File: src/rtl/fifo_multi_push_n.sv
// Multi-push, single-pop FIFO: up to P lanes pushed per cycle into P rotating banks, one pop per cycle.
// Define FIFO_MULTI_PUSH_N_PARTIAL_EN to admit a partial push group; otherwise admission is all-or-nothing.
module fifo_multi_push_n #(
  parameter int W = 32,
  parameter int N = 16,
  parameter int P = 4
) (
  input  logic                     clk,
  input  logic                     rst,
  input  logic [P-1:0]             push_vec,
  input  logic [P*W-1:0]           push_data,
  output logic [P-1:0]             push_acc_vec,
  input  logic                     pop,
  output logic                     pop_valid_r,
  output logic [W-1:0]             pop_data_r,
  output logic                     empty_r,
  output logic [$clog2(N+1)-1:0]   free_r,
  output logic                     push_err_r,
  output logic                     pop_err_r
);

  localparam int D  = N / P;
  localparam int BW = $clog2(P);
  localparam int IW = $clog2(D);
  localparam int CW = $clog2(N + 1);

  typedef logic [IW:0] ptr_t;

  // Per-bank pointers carry a wrap bit above the entry index.
  function automatic ptr_t ptr_inc(input ptr_t p);
    if (p[IW-1:0] == IW'(D - 1)) return {~p[IW], {IW{1'b0}}};
    return p + ptr_t'(1);
  endfunction

  logic [W-1:0]  mem [P][D];
  ptr_t          wr_ptr [P];
  ptr_t          rd_ptr [P];
  logic [BW-1:0] wr_bank;
  logic [BW-1:0] rd_bank;
  logic [CW-1:0] occ;
  logic [CW-1:0] occ_next;
  logic [BW:0]   acc_cnt;
  logic [BW-1:0] lane_bank [P];
  logic          pop_acc;

  // Admission looks only at the registered free count; a same-cycle pop gives no credit.
  always_comb begin
`ifdef FIFO_MULTI_PUSH_N_PARTIAL_EN
    int granted;
    granted = 0;
    push_acc_vec = '0;
    for (int i = 0; i < P; i++) begin
      if (push_vec[i] && (granted < int'(free_r))) begin
        push_acc_vec[i] = 1'b1;
        granted++;
      end
    end
`else
    push_acc_vec = '0;
    if ($countones(push_vec) <= int'(free_r)) push_acc_vec = push_vec;
`endif
  end

  assign acc_cnt  = (BW+1)'($countones(push_acc_vec));
  assign pop_acc  = pop && !empty_r;
  assign occ_next = occ + CW'(acc_cnt) - CW'(pop_acc);

  // Accepted lanes are compacted in lane order onto consecutive banks from wr_bank.
  always_comb begin
    logic [BW-1:0] rank;
    rank = '0;
    for (int i = 0; i < P; i++) begin
      lane_bank[i] = wr_bank + rank;
      if (push_acc_vec[i]) rank = rank + BW'(1);
    end
  end

  always_ff @(posedge clk) begin
    for (int i = 0; i < P; i++) begin
      if (push_acc_vec[i]) mem[lane_bank[i]][wr_ptr[lane_bank[i]][IW-1:0]] <= push_data[i*W +: W];
    end
    if (pop_acc) pop_data_r <= mem[rd_bank][rd_ptr[rd_bank][IW-1:0]];
  end

  always_ff @(posedge clk) begin
    if (rst) begin
      wr_bank     <= '0;
      rd_bank     <= '0;
      for (int b = 0; b < P; b++) begin
        wr_ptr[b] <= '0;
        rd_ptr[b] <= '0;
      end
      occ         <= '0;
      empty_r     <= 1'b1;
      free_r      <= CW'(N);
      pop_valid_r <= 1'b0;
      push_err_r  <= 1'b0;
      pop_err_r   <= 1'b0;
    end else begin
      for (int i = 0; i < P; i++) begin
        if (push_acc_vec[i]) wr_ptr[lane_bank[i]] <= ptr_inc(wr_ptr[lane_bank[i]]);
      end
      wr_bank <= wr_bank + acc_cnt[BW-1:0];
      if (pop_acc) begin
        rd_ptr[rd_bank] <= ptr_inc(rd_ptr[rd_bank]);
        rd_bank         <= rd_bank + BW'(1);
      end
      occ         <= occ_next;
      free_r      <= CW'(N) - occ_next;
      empty_r     <= (occ_next == '0);
      pop_valid_r <= pop_acc;
      push_err_r  <= |(push_vec & ~push_acc_vec);
      pop_err_r   <= pop && empty_r;
    end
  end

`ifndef SYNTHESIS
  always @(posedge clk) begin
    if (!rst) assert ((int'(occ) + int'(acc_cnt) - int'(pop_acc)) >= 0 &&
                      (int'(occ) + int'(acc_cnt) - int'(pop_acc)) <= N);
  end
`endif

endmodule

File: config.mk
export PLATFORM = sky130hd
export DESIGN_NAME = fifo_multi_push_n
export DESIGN_NICKNAME = d
export VERILOG_FILES = /design/src/rtl/fifo_multi_push_n.sv
export SDC_FILE = /design/constraint.sdc
export NUM_CORES = 2
export LEC_CHECK = 0
export CAP_MARGIN = 10
export CORE_MARGIN = 2
export CORE_UTILIZATION = 50
export DETAILED_ROUTE_END_ITERATION = 7
export GPL_TIMING_DRIVEN = 0
export PLACE_DENSITY = 0.66
export SLEW_MARGIN = 20
export SYNTH_ARGS = -nofsm -noshare
export SYNTH_HDL_FRONTEND = slang
export SYNTH_SLANG_ARGS = --single-unit
export TNS_END_PERCENT = 20
File: constraint.sdc
create_clock -name clk -period 10.26 [get_ports clk]
set_input_delay 1.026 -clock clk [delete_from_list [all_inputs] [get_ports clk]]
set_output_delay 1.026 -clock clk [all_outputs]
set_load 0.005 [all_outputs]
==> metrics.md <==
| Metric | Value |
|---|---|
| Status | `finished with violations` |
| Failing checks | `DRC` |
| Max cap viols | `0` |
| Final Total Pwr | `14,900 uW` |
| Internal Power | `8580 uW` |
| Crit end category | `register` |
| DIE HEIGHT | `293 um` |
| Clock power frac | `0.163` |
| Worst-path clk slew | `0.06 ns` |
| Site Rows | `105` |
| Port bufs | `146` |
| Final TNS setup | `0 ns` |
| Finished Cell Area | `47,600 um^2` |
| #FFs+latches synth | `579` |
| Vias in the first global route | `33,500` |
| RSZ-0062 raised after global routing | `no` |
| Global-route wire length before repair | `253,000 um` |
| Worst min path class | `register to register` |
| CTS tree | `yes` |
| DRT antenna net count | `0` |
| Clk root buf | `clkbuf_16` |
| Clock Skew | `0.0320 ns` |
| CTS buffer count | `73` |
| Critical Path Fanout Max | `11` |
| Post-synth ARST share | `0` |
| FMAX | `107 MHz` |
| Post-Route WL | `184,000 um` |
| Sink Count | `579` |
| GR Util met2 | `0.600` |
| Crit path DAT | `9.72 ns` |
| Max Slew Vio Count | `0` |
| Distinct cells, synth | `55` |
| Power per cell area | `314 nW/um^2` |
| Initial antenna violation count | `12` |
| Total GRT Usage | `0.420` |
| DR WL/cell | `35.3 um` |
| Seq/Total Area, Yosys | `0.412` |
| Mapped cell area | `41,800 um^2` |
| GP Congestion | `1.02` |
| Element type at the critical path start | `input port` |
| Final Hold Viols | `0` |
| Prevailing post-synth register cell | `edfxtp_1` |
| Static leakage | `0.0197 uW` |
| Core area | `82,400 um^2` |
| Final worst slack | `0.885 ns` |
| Least-Margin Pin Slew | `1.35 ns` |
| DPL Wire Length | `127,000 um` |
| Grt peak-use layer | `met2` |
| Avg Synthesized Cell Area | `11.0 um^2` |
| Required time worst endpoint | `10.60 ns` |
| DR iter-0 viols | `5,363` |
| Vias/cell | `6.83` |
| Synth area leader | `edfxtp_1` |
| Switching pwr | `6340 uW` |
| Via count | `35,500` |
| DRC Markers | `2` |
| Seq pwr share | `0.303` |
| Final setup viols | `0` |
| Yosys warnings | `0` |
| Met1 Usage GRT | `0.526` |
| Initial Util | `0.507` |
| Die area | `85,800 um^2` |
| Fin nets | `4,246` |
| EDFF count, synth | `560` |
| Final core utilization | `0.578` |
| GRT overflow | `0` |
| Worst slack, placed | `0.580 ns` |
| Synth-to-layout area growth | `13.9%` |
| Share of cells above drive strength 1 | `0.220` |
| Post-layout min period | `9.38 ns` |
| Postcts setup bufs | `0` |
| Synth area leaders | `edfxtp_1 (40%), mux2i_1 (16%), mux2_2 (12%)` |
| Post-CTS resize count | `0` |
| Largest net degree at the start of global routing | `26` |
| Syn_nets | `3,957` |
| Skew-Pair Late Insertion Delay | `0.65 ns` |
| Combinational fraction of design power | `0.534` |
| CTS H-tree depth | `3` |
| Hold_buf cts | `0` |
| Filler instances | `6,902` |
| Switching Share | `0.425` |
| Slew HR | `0.100` |
| Gate Count Post-Synth | `3,781` |
| GR Layer Usage met3 | `0.175` |
| Area after DPL | `45,400 um^2` |
| Worst vdd ir | `0.225 mV` |
| Clock Path Buffers | `3` |
| Setup CP Type | `input port to register` |
| I/O pins | `180` |
| Crit share post-route | `0.914` |
| Die X-Extent | `293 um` |
| DR pass1 iterations | `8` |
| Area share of the leading cell type in the synthesized netlist | `0.403` |
==> layout make-up <==
class / count / area (um^2) / share of cell area
antenna: 8 / 20.0 / 0.000421
buffer: 449 / 2060 / 0.0433
clock buffer: 98 / 1960 / 0.0413
clock inverter: 33 / 161 / 0.00339
inverter: 49 / 184 / 0.00387
multi-input combinational: 2704 / 22400 / 0.470
sequential: 579 / 17200 / 0.361
tap: 1070 / 1340 / 0.0281
timing repair buffer: 214 / 2280 / 0.0480
==> registers in the layout, summed over array words and instances, names as in the netlist, named ones only <==
signal / count
pop_err_r: 1
mem: 512
pop_data_r: 32
occ: 4
pop_valid_r: 1
wr_ptr: 8
rd_ptr: 8
rd_bank: 2
free_r: 5
empty_r: 1
push_err_r: 1
wr_bank: 2
==> placed cells by master, fill, tap and decap left out, types with 5 or more instances in the layout <==
master | netlist | final
a21oi_1 | 550 | 550
mux2_2 | 445 | 445
edfxtp_1 | 560 | 560
nand2_1 | 31 | 31
ha_1 | 38 | 38
clkdlybuf4s50_1 | 0 | 146
nand3_1 | 22 | 22
o21ai_2 | 6 | 6
nor2_1 | 553 | 553
o211ai_2 | 9 | 9
clkbuf_2 | 0 | 22
o211ai_1 | 10 | 10
buf_4 | 25 | 25
mux2i_1 | 650 | 650
nor2b_1 | 40 | 40
mux2_1 | 74 | 74
mux4_2 | 107 | 107
mux2i_4 | 14 | 15
buf_1 | 76 | 62
buf_6 | 16 | 70
diode_2 | 0 | 8
buf_2 | 81 | 90
or2_2 | 5 | 5
clkbuf_1 | 250 | 255
o2111ai_1 | 17 | 17
buf_8 | 0 | 13
dfxtp_1 | 19 | 19
a211oi_1 | 33 | 33
nand4b_1 | 16 | 16
nor3_1 | 16 | 16
xnor2_1 | 14 | 14
o21ai_0 | 5 | 5
clkbuf_16 | 0 | 75
clkinv_1 | 0 | 18
inv_1 | 49 | 49
clkinv_2 | 0 | 9
==> routing by layer <==
metal	vias to the layer above	share of wire
met3	743	0.15
met5	-	0.0019
li1	14600	-
met1	17100	0.36
met2	3042	0.41
met4	16	0.073
==> kinds of logic (layout without fill, tap and decap cells) <==
family | after synthesis | count (layout) | share of synthesized area
xor gates and xnor gates | 19 | 19 | 0.00431
buffers and inverters | 498 | 843 | 0.0527
AOI/OAI and AO/OA | 650 | 650 | 0.0862
DFF | 579 | 579 | 0.412
other | 0 | 8 | 0
adders and majority gates | 41 | 41 | 0.0128
muxes | 1294 | 1294 | 0.362
and+or+nand+nor | 700 | 700 | 0.0697
==> power groups by stage <==
stage	logic, uW	clock network [uW]	registers [uW]
finish	7970	2430	4530
global route	8140	2500	4590
CTS	7610	2410	4510
detailed placement	7560	0	4560
global placement	7000	0	4710
floorplan	4500	0	4500
==> worst paths after layout <==
kind               start    endpoint  slack, ns  depth (start not counted)
max          push_vec[0]  mem[1][47]       0.88                         28
min              empty_r   pop_err_r       0.53                          1
max reg2reg    free_r[1]  mem[1][47]       2.56                         23
min reg2reg      empty_r   pop_err_r       0.53                          1
==> through the flow <==
| step | std cells | hold WS [ns] |
|---|---|---|
| floorplan | 3781 | 0.506 |
| global placement | 4997 | 0.522 |
| detailed placement | 5065 | 0.521 |
| CTS | 5196 | 0.538 |
| global route | 5199 | 0.547 |
| finish | 5204 | 0.532 |
==> critical path, cell delays in order <==
cell and delay [ns]:
clkdlybuf4s50_1 0.56, inv_1 0.09, fa_1 0.54, inv_1 0.04
ha_1 0.17, ha_1 0.28, ha_1 0.31, nor2b_1 0.18
o31ai_4 0.52, clkbuf_1 0.38, nor2_1 0.18, nor2_1 0.26
inv_1 0.13, ha_1 0.32, xnor2_1 0.15, ha_1 0.22
xnor2_1 0.25, clkbuf_1 0.45, xnor2_1 0.40, mux4_2 0.37
ha_1 0.23, nand3_1 0.17, mux2i_2 0.89, buf_2 0.64
nand4b_1 0.30, buf_6 0.24, buf_6 0.21, buf_6 0.18
==> synth_stat cells (5+ instances only) <==
cell         n
mux2i_1    650
edfxtp_1   560
nor2_1     553
a21oi_1    550
mux2_2     445
clkbuf_1   250
mux4_2     107
buf_2       81
buf_1       76
mux2_1      74
inv_1       49
nor2b_1     40
ha_1        38
a211oi_1    33
nand2_1     31
buf_4       25
nand3_1     22
dfxtp_1     19
o2111ai_1   17
buf_6       16
nand4b_1    16
nor3_1      16
mux2i_4     14
xnor2_1     14
o211ai_1    10
o211ai_2     9
o21ai_2      6
o21ai_0      5
or2_2        5
Note: power is estimated with default switching activity, not from simulation.
